===== src/rtl/wash_pkg.sv =====
// -----------------------------------------------------------------------------
// wash_pkg
// Shared definitions between the wash front panel and the wash controller:
// panel FSM state codes, load-size and temperature encodings, configuration
// field widths and the frozen configuration record.
// Ports: none (package).
// -----------------------------------------------------------------------------
package wash_pkg;

  localparam int SIZE_W = 2;
  localparam int TEMP_W = 2;

  // Positions of the raw panel inputs inside the debouncer bank.
  localparam int NUM_RAW   = 8;
  localparam int IDX_SIZE  = 0;  // sw1:sw0
  localparam int IDX_TEMP  = 2;  // sw3:sw2
  localparam int IDX_RINSE = 4;
  localparam int IDX_SPIN  = 5;
  localparam int IDX_LID   = 6;
  localparam int IDX_START = 7;

  typedef enum logic [1:0] {
    ST_IDLE = 2'd0,
    ST_REQ  = 2'd1,
    ST_RUN  = 2'd2,
    ST_HOLD = 2'd3
  } panel_state_e;

  typedef enum logic [SIZE_W-1:0] {
    SIZE_SMALL  = 2'd0,
    SIZE_MEDIUM = 2'd1,
    SIZE_LARGE  = 2'd2,
    SIZE_XL     = 2'd3
  } size_e;

  typedef enum logic [TEMP_W-1:0] {
    TEMP_COLD = 2'd0,
    TEMP_WARM = 2'd1,
    TEMP_HOT  = 2'd2,
    TEMP_MAX  = 2'd3
  } temp_e;

  typedef struct packed {
    logic [SIZE_W-1:0] size;
    logic [TEMP_W-1:0] temp;
    logic              rinse2;
    logic              spin2;
  } wash_cfg_t;

endpackage


===== src/rtl/panel_debounce.sv =====
// -----------------------------------------------------------------------------
// panel_debounce
// Two-flop synchronizer followed by a saturating stability counter. The output
// flips only after the synchronized input has disagreed with it on
// DEB_COUNT+1 consecutive clock edges; any agreeing sample restarts the count.
// Ports:
//   clk, rst_n : clock, asynchronous active-low reset
//   din        : raw asynchronous input
//   dout       : debounced, synchronous output (0 after reset)
// -----------------------------------------------------------------------------
module panel_debounce #(
  parameter int DEB_WIDTH = 16,
  parameter int DEB_COUNT = 50000 - 1
) (
  input  logic clk,
  input  logic rst_n,
  input  logic din,
  output logic dout
);

  localparam logic [DEB_WIDTH-1:0] CNT_LAST = DEB_WIDTH'(DEB_COUNT);

  logic                 sync1_q, sync2_q;
  logic                 deb_q, deb_d;
  logic [DEB_WIDTH-1:0] cnt_q, cnt_d;

  always_comb begin
    // NOTE: every output of this block gets a default first, so no path can
    // leave a value unassigned and infer a latch.
    deb_d = deb_q;
    cnt_d = cnt_q;
    if (sync2_q == deb_q) begin
      cnt_d = '0;
    end else if (cnt_q >= CNT_LAST) begin
      deb_d = ~deb_q;
      cnt_d = '0;
    end else if (cnt_q != '1) begin
      // Saturate rather than wrap in case CNT_LAST exceeds the counter range.
      cnt_d = cnt_q + DEB_WIDTH'(1);
    end
  end

  // NOTE: sequential state uses non-blocking assignments so all flops update
  // together from pre-edge values, e.g. sync2_q takes the old sync1_q.
  always_ff @(posedge clk or negedge rst_n) begin
    if (!rst_n) begin
      sync1_q <= 1'b0;
      sync2_q <= 1'b0;
      deb_q   <= 1'b0;
      cnt_q   <= '0;
    end else begin
      sync1_q <= din;
      sync2_q <= sync1_q;
      deb_q   <= deb_d;
      cnt_q   <= cnt_d;
    end
  end

  assign dout = deb_q;

endmodule


===== src/rtl/wash_panel.sv =====
// -----------------------------------------------------------------------------
// wash_panel
// Front panel of the washing machine: debounces the switches, lid sensor and
// start button, freezes the wash configuration on a valid start press and
// handshakes a start request with the wash controller.
// Ports:
//   clk, rst_n       : clock, asynchronous active-low reset
//   sw0..sw6         : raw switches (size, temperature, rinse2, spin2, lid)
//   start_btn        : raw start button, active high
//   ctrl_busy        : controller is executing a cycle
//   ctrl_done        : one-cycle end-of-cycle pulse from the controller
//   start_req        : start request, held until ctrl_busy acknowledges it
//   cfg_size/temp    : configuration frozen at the accepted start press
//   cfg_rinse2/spin2 : frozen option bits
//   lid_open         : live debounced lid state
//   err_lid          : one-cycle pulse when the lid blocks or aborts a start
//   panel_state      : FSM state code (wash_pkg::panel_state_e)
// -----------------------------------------------------------------------------
module wash_panel
  import wash_pkg::*;
#(
  parameter int DEB_WIDTH = 16,
  parameter int DEB_COUNT = 50000 - 1
) (
  input  logic       clk,
  input  logic       rst_n,
  input  logic       sw0,
  input  logic       sw1,
  input  logic       sw2,
  input  logic       sw3,
  input  logic       sw4,
  input  logic       sw5,
  input  logic       sw6,
  input  logic       start_btn,
  input  logic       ctrl_busy,
  input  logic       ctrl_done,
  output logic       start_req,
  output logic [1:0] cfg_size,
  output logic [1:0] cfg_temp,
  output logic       cfg_rinse2,
  output logic       cfg_spin2,
  output logic       lid_open,
  output logic       err_lid,
  output logic [1:0] panel_state
);

  logic [NUM_RAW-1:0] raw_in;
  logic [NUM_RAW-1:0] deb;

  assign raw_in = {start_btn, sw6, sw5, sw4, sw3, sw2, sw1, sw0};

  for (genvar i = 0; i < NUM_RAW; i++) begin : g_deb
    panel_debounce #(
      .DEB_WIDTH (DEB_WIDTH),
      .DEB_COUNT (DEB_COUNT)
    ) u_deb (
      .clk   (clk),
      .rst_n (rst_n),
      .din   (raw_in[i]),
      .dout  (deb[i])
    );
  end

  logic deb_start, deb_lid, start_rise;

  assign deb_start = deb[IDX_START];
  assign deb_lid   = deb[IDX_LID];

  panel_state_e state_q, state_d;
  wash_cfg_t    cfg_q, cfg_d;
  logic         start_req_q, start_req_d;
  logic         err_lid_q, err_lid_d;
  logic         start_prev_q;

  // Only a fresh press starts a cycle; a button still held when the FSM gets
  // back to IDLE produces no edge here.
  assign start_rise = deb_start & ~start_prev_q;

  always_comb begin
    state_d     = state_q;
    cfg_d       = cfg_q;
    start_req_d = start_req_q;
    err_lid_d   = 1'b0;
    unique case (state_q)
      ST_IDLE: begin
        if (start_rise) begin
          if (deb_lid) begin
            err_lid_d = 1'b1;
          end else begin
            cfg_d.size   = deb[IDX_SIZE +: SIZE_W];
            cfg_d.temp   = deb[IDX_TEMP +: TEMP_W];
            cfg_d.rinse2 = deb[IDX_RINSE];
            cfg_d.spin2  = deb[IDX_SPIN];
            start_req_d  = 1'b1;
            state_d      = ST_REQ;
          end
        end
      end
      ST_REQ: begin
        // Acknowledge has priority: once the controller has taken the
        // request, the lid is the controller's concern.
        if (ctrl_busy) begin
          start_req_d = 1'b0;
          state_d     = ST_RUN;
        end else if (deb_lid) begin
          err_lid_d   = 1'b1;
          start_req_d = 1'b0;
          state_d     = ST_IDLE;
        end
      end
      ST_RUN: begin
        if (ctrl_done) state_d = ST_HOLD;
      end
      ST_HOLD: begin
        if (!deb_start) state_d = ST_IDLE;
      end
      default: state_d = ST_IDLE;
    endcase
  end

  always_ff @(posedge clk or negedge rst_n) begin
    if (!rst_n) begin
      state_q      <= ST_IDLE;
      cfg_q        <= '0;
      start_req_q  <= 1'b0;
      err_lid_q    <= 1'b0;
      start_prev_q <= 1'b0;
    end else begin
      state_q      <= state_d;
      cfg_q        <= cfg_d;
      start_req_q  <= start_req_d;
      err_lid_q    <= err_lid_d;
      start_prev_q <= deb_start;
    end
  end

  assign start_req   = start_req_q;
  assign cfg_size    = cfg_q.size;
  assign cfg_temp    = cfg_q.temp;
  assign cfg_rinse2  = cfg_q.rinse2;
  assign cfg_spin2   = cfg_q.spin2;
  assign lid_open    = deb_lid;
  assign err_lid     = err_lid_q;
  assign panel_state = state_q;

endmodule


===== config.mk =====
export PLATFORM = sky130hd
export DESIGN_NAME = wash_panel
export DESIGN_NICKNAME = d
export VERILOG_FILES = /design/src/rtl/wash_pkg.sv /design/src/rtl/panel_debounce.sv /design/src/rtl/wash_panel.sv
export SDC_FILE = /design/constraint.sdc
export NUM_CORES = 1
export LEC_CHECK = 0
export BUFFER_PORTS_ARGS = -buffer_cell sky130_fd_sc_hd__buf_2
export CAP_MARGIN = 10
export CORE_ASPECT_RATIO = 0.7
export CORE_UTILIZATION = 35
export CTS_BUF_LIST = sky130_fd_sc_hd__clkbuf_4 sky130_fd_sc_hd__clkbuf_8 sky130_fd_sc_hd__clkbuf_16
export DETAILED_ROUTE_END_ITERATION = 16
export GPL_ROUTABILITY_DRIVEN = 0
export GPL_TIMING_DRIVEN = 0
export RECOVER_POWER = 100
export SETUP_SLACK_MARGIN = 0.15
export SLEW_MARGIN = 10
export SYNTH_ARGS = -nofsm -noshare
export SYNTH_HDL_FRONTEND = slang
export SYNTH_SLANG_ARGS = --single-unit
export TNS_END_PERCENT = 10

===== constraint.sdc =====
create_clock -name clk -period 2.5 [get_ports clk]
set_input_delay 0.125 -clock clk [delete_from_list [all_inputs] [get_ports clk]]
set_output_delay 0.125 -clock clk [all_outputs]
set_load 0.03 [all_outputs]

Word-level counts from Yosys, hierarchy flattened. Cells that the tools add are included.

Register bits after elaboration: 163. Input port bits: 12. Logic and storage cells: 159.

Add/subtract/negate cells: 8. Magnitude comparators: 8. Equal/unequal tests: 24. Muxes and demuxes: 40. Bitwise logic cells: 18. Reduce and logical (&&, ||, !) cells: 21.

Operators with widths (number): 16-bit two-way mux (24); 16-bit by 1-bit adder with 16-bit output, second input constant (8); 16-bit greater-or-equal comparator, second input constant (8); 16-bit inequality test, second input constant (8); 3-bit nonzero test (8); 1-bit inverter (17); 2-bit AND reduction (8); 2-bit two-way mux (6); 1-bit == test (8); 2-bit inequality test, second input constant (4); 2-bit one-hot mux with 4 select lines (1); 1-bit two-way mux (7); 5-bit AND reduction (1); 2-bit == test, second input constant (2); 1-bit one-hot mux with 2 select lines (2); 4-bit AND reduction (1); 3-bit by 2-bit inequality test with 1-bit output, second input constant (1); 3-bit AND reduction (1); 2-bit by 1-bit == test with 1-bit output, second input constant (1); 2-bit zero test (1); 2-bit nonzero test (1); 1-bit bitwise AND (1).

Logic depth before layout (Yosys ltp).
Depth after elaboration: 4. Gate-level depth with buffers: 8.

Modules after synthesis. A second synthesis with hierarchy kept.

Cells, all modules: 855. Area total of the unflattened synthesis: 8805.9 um^2.

By module, submodules not included: panel_debounce (times used 8, cells an instance 103, area an instance 1044.8 um^2, seq. area each 475.5 um^2); wash_panel (times used 1, cells an instance 31, area an instance 447.9 um^2, seq. area each 275.3 um^2).

Least setup slack after synthesis. No wires, ideal clock.

Path type: flip-flop to flip-flop. Start: register g_deb[4].u_deb.cnt_q[0]. End: register g_deb[4].u_deb.cnt_q[10]. Setup time: 0.078 ns. Arrival time: 1.847 ns. Required time: 2.422 ns. Slack: 0.575 ns. Stages on the path, launching flop included: 8. Path buffers: 1. Period minus slack after synthesis: 1.925 ns. Path through: dfrtp_1 -> ha_1 -> a311o_1 -> a21o_1 -> a31oi_1 -> o21ai_1 -> clkbuf_1 -> a21oi_1.

Cells in the longest elaborated chain, start to end: 4.

RTL lines: start: declaration (RTL line panel_debounce.sv:25) `logic [DEB_WIDTH-1:0] cnt_q, cnt_d;`; start signal: assignment (RTL line panel_debounce.sv:55) `cnt_q <= cnt_d;`; 16-bit by 1-bit adder with 16-bit output (RTL line panel_debounce.sv:39) `cnt_d = cnt_q + DEB_WIDTH'(1);`; 16-bit two-way mux (RTL line panel_debounce.sv:37) `end else if (cnt_q != '1) begin`; 16-bit two-way mux (RTL line panel_debounce.sv:34) `end else if (cnt_q >= CNT_LAST) begin`; 16-bit two-way mux (RTL line panel_debounce.sv:32) `if (sync2_q == deb_q) begin`.

Several ways; a longest one is shown, not always the timed one. The select of a mux whose other input is x is not followed. A chain may end at the register's enable or synchronous reset.

Worst setup path after layout. Ends and elaborated chain as after synthesis.

==> results.sh <==
export IMPL_status="completed"
export IMPL_post_synth_inst_count=831
export IMPL_seqPwrFrac=0.492
export IMPL_critical_path_max_fanout=10
export IMPL_cts_tree="done"
export IMPL_die_w_um=185
export IMPL_portBuffers=22
export IMPL_power_frac_clock=0.471
export IMPL_p_switching_w=0.00124
export IMPL_power_w=0.00552
export IMPL_dr_pass1_iters=4
export IMPL_switching_share=0.224
export IMPL_ant_nets=0
export IMPL_ys_async_sr_fraction=1.00
export IMPL_power_density_nw_per_um2=593
export IMPL_drc=0
export IMPL_cp_num_buf_inv=1
export IMPL_worstPathRequired_ps=2840
export IMPL_leakagePower_nw=3.79
export IMPL_vias=6210
export IMPL_ys_seq_elements=163
export IMPL_worstMarginPinSlew_ps=1450
export IMPL_relSlewSlack=0.0349
export IMPL_dpl_instance_area_um2=8730
export IMPL_rsz0062_at_grt="false"
export IMPL_grt_pass1_vias=5569
export IMPL_synth_cell_types=59
export IMPL_h_tree_depth=4
export IMPL_syn2layout_area_growth_pct=13.7
export IMPL_path_class="flop to flop"
export IMPL_nets=903
export IMPL_dp_cells=1166
export IMPL_avgSynthCellArea_um2=9.85
export IMPL_multi_input_area_um2=3870
export IMPL_num_rows=46
export IMPL_dieArea_um2=24000
export IMPL_final_area_um2=9310
export IMPL_hold_viol_final=0
export IMPL_syn_nets=851
export IMPL_netlist_area_um2=8190
export IMPL_ir_drop_mv=0.363
export IMPL_cts_root_buf="clkbuf_16"
export IMPL_arrival_ps=2570
export IMPL_viasPerCell=5.14
export IMPL_synth_ff_type="dfrtp_1"
export IMPL_ys_warn_count=0
export IMPL_antenna_found_initial=0
export IMPL_fin_ws_ps=272
export IMPL_cap_violations=0
export IMPL_grtUsageTotal=0.147
export IMPL_dp_slack_ps=196
export IMPL_fmax_mhz=449
export IMPL_cts_sinks=163
export IMPL_drt_iter0_markers=381
export IMPL_core_region_area_um2=22800
export IMPL_final_common_cell="dfrtp_1"
export IMPL_fin_crit_ps=2230
export IMPL_initial_utilization=0.359
export IMPL_min_path_type="input pin to flop"
export IMPL_grt_first_pass_wirelength_mm=28.4
export IMPL_period_share=0.891
export IMPL_drt_total_wl_mm=16.4
export IMPL_ys_seq_area_frac=0.498
export IMPL_clk_path_buf_depth=2
export IMPL_grt_overflow=0
export IMPL_critPathSlowestCell="dfrtp_1"
export IMPL_worstSetupEndpointType="flop"
export IMPL_diodes=0
export IMPL_ios=23
export IMPL_p_int_w=0.00428
export IMPL_finalNonFillerCells=1208
export IMPL_power_frac_comb=0.036
export IMPL_die_h_um=130
export IMPL_start_kind="flop"
export IMPL_wl_per_cell_um=13.6
export IMPL_drv_slew=0
export IMPL_post_dp_hpwl_mm=11.0
export IMPL_path_cells="ha_1, a311o_1, a21o_1, a31oi_1, o21ai_2, clkbuf_1, a21oi_1"
export IMPL_drive_gt1_frac=0.0971
export IMPL_clock_latency_ps=430
export IMPL_skew_ps=7.77
export IMPL_max_stage_delay_ps=400
export IMPL_path_clk_slew_ps=70
export IMPL_crit_family="compound AO/OA/AOI/OAI gates"
export IMPL_fill_cells=2292
export IMPL_finalSetupViolCount=0
export IMPL_numCtsBuffers=17
export IMPL_grt_max_degree=109
export IMPL_final_seq_area_um2=4080
export IMPL_synth_edf_count=0
export IMPL_final_cell_mix="163 x dfrtp_1, 141 x nor2_1, 48 x nand3_1"
export IMPL_setup_tns_ps=0
through the flow:
| stage | hold slack [ps] | util |
|---|---|---|
| after CTS | 13.3 | 0.413 |
| after detailed placement | 77.1 | 0.383 |
| after global placement | 232 | 0.381 |
| after global routing | 5.98 | 0.409 |
| final | 33.4 | 0.409 |
| after floorplan | -171 | - |
what timing repair did:
| action | 4_1_cts | 5_1_grt |
|---|---|---|
| buffers inserted | 0 | 0 |
| endpoints found under the setup margin | 0 | 10 |
| gates resized for setup | 0 | 1 |
| endpoints found under the hold margin | 64 | 0 |
| hold buffers | 10 | 0 |
Yosys cell counts (11+ instances only):
cell type,instances,area [um2]
mux2_2,15,169
mux2i_1,14,140
a211oi_1,12,90.1
or3_1,14,87.6
and3_1,15,93.8
a21oi_1,30,150
nand2_1,47,176
nor3_1,46,230
dfrtp_1,163,4080
a31oi_1,15,93.8
xnor2_1,41,359
o21ai_0,18,90.1
nor4_1,15,93.8
inv_1,12,45.0
nor2_1,141,529
nand3_1,48,240
nand4_1,27,169
xor2_1,28,245
clkbuf_1,11,41.3
power groups by stage:
stage                     Clock [W]  Combinational (W)  Sequential (W)
after floorplan                   0           0.000104         0.00276
after global placement            0           0.000192         0.00277
after detailed placement          0           0.000204         0.00277
after CTS                   0.00269           0.000217         0.00272
after global routing        0.00280           0.000233         0.00272
final                       0.00260           0.000199         0.00272
registers in the layout, summed over array words and instances, names as in the netlist, named ones only:
name                 cells
panel_state              1
g_deb.u_deb.sync2_q      8
g_deb.u_deb.sync1_q      8
cfg_rinse2               1
g_deb.u_deb.cnt_q      128
err_lid                  1
cfg_spin2                1
start_prev_q             1
cfg_temp                 2
cfg_size                 2
start_req                1
g_deb.u_deb.dout         8
per-layer routing:
metal	vias to the layer above	routed length [um]	global-route usage
li1	3118	-	-
met1	2960	9060	0.232
met2	117	6550	0.196
met3	15	655	0.0346
met4	0	182	0.0408
met5	-	0	0
final timing paths:
| kind | from | to | slack, ps | cells after the start |
|---|---|---|---|---|
| min in group asynchronous | rst_n | g_deb[6].u_deb.cnt_q[10] | 590 | 2 |
| hold reg to reg | g_deb[6].u_deb.sync1_q | g_deb[6].u_deb.sync2_q | 350 | 0 |
| setup reg to reg | g_deb[4].u_deb.cnt_q[0] | g_deb[4].u_deb.cnt_q[10] | 270 | 7 |
| setup / recovery | g_deb[4].u_deb.cnt_q[0] | g_deb[4].u_deb.cnt_q[10] | 270 | 7 |
| max in group asynchronous | rst_n | g_deb[0].u_deb.sync1_q | 730 | 3 |
| hold / removal | ctrl_done | panel_state[0] | 30 | 2 |
cells by family (layout without fill, tap and decap cells):
group                    count (synthesis)  in the layout  share of synthesized area
buffers and inverters                   38            103                     0.0228
flip-flops                             163            163                      0.498
AND/OR/NAND/NOR                        407            407                      0.256
XOR/XNOR                                69             69                     0.0738
multiplexers                            30             30                     0.0405
adder cells (fa/ha/maj)                  8              8                     0.0122
AO/OA/AOI/OAI                          116            116                     0.0963
area by class of cell:
class / count / share of cell area
Inverter: 12 / 0.00484
Sequential cell: 163 / 0.438
Clock inverter: 12 / 0.0142
Multi-Input combinational cell: 630 / 0.416
Buffer: 26 / 0.0120
Timing Repair Buffer: 33 / 0.0240
Tap cell: 312 / 0.0419
Clock buffer: 20 / 0.0494
(Power assumes the default switching activity.)
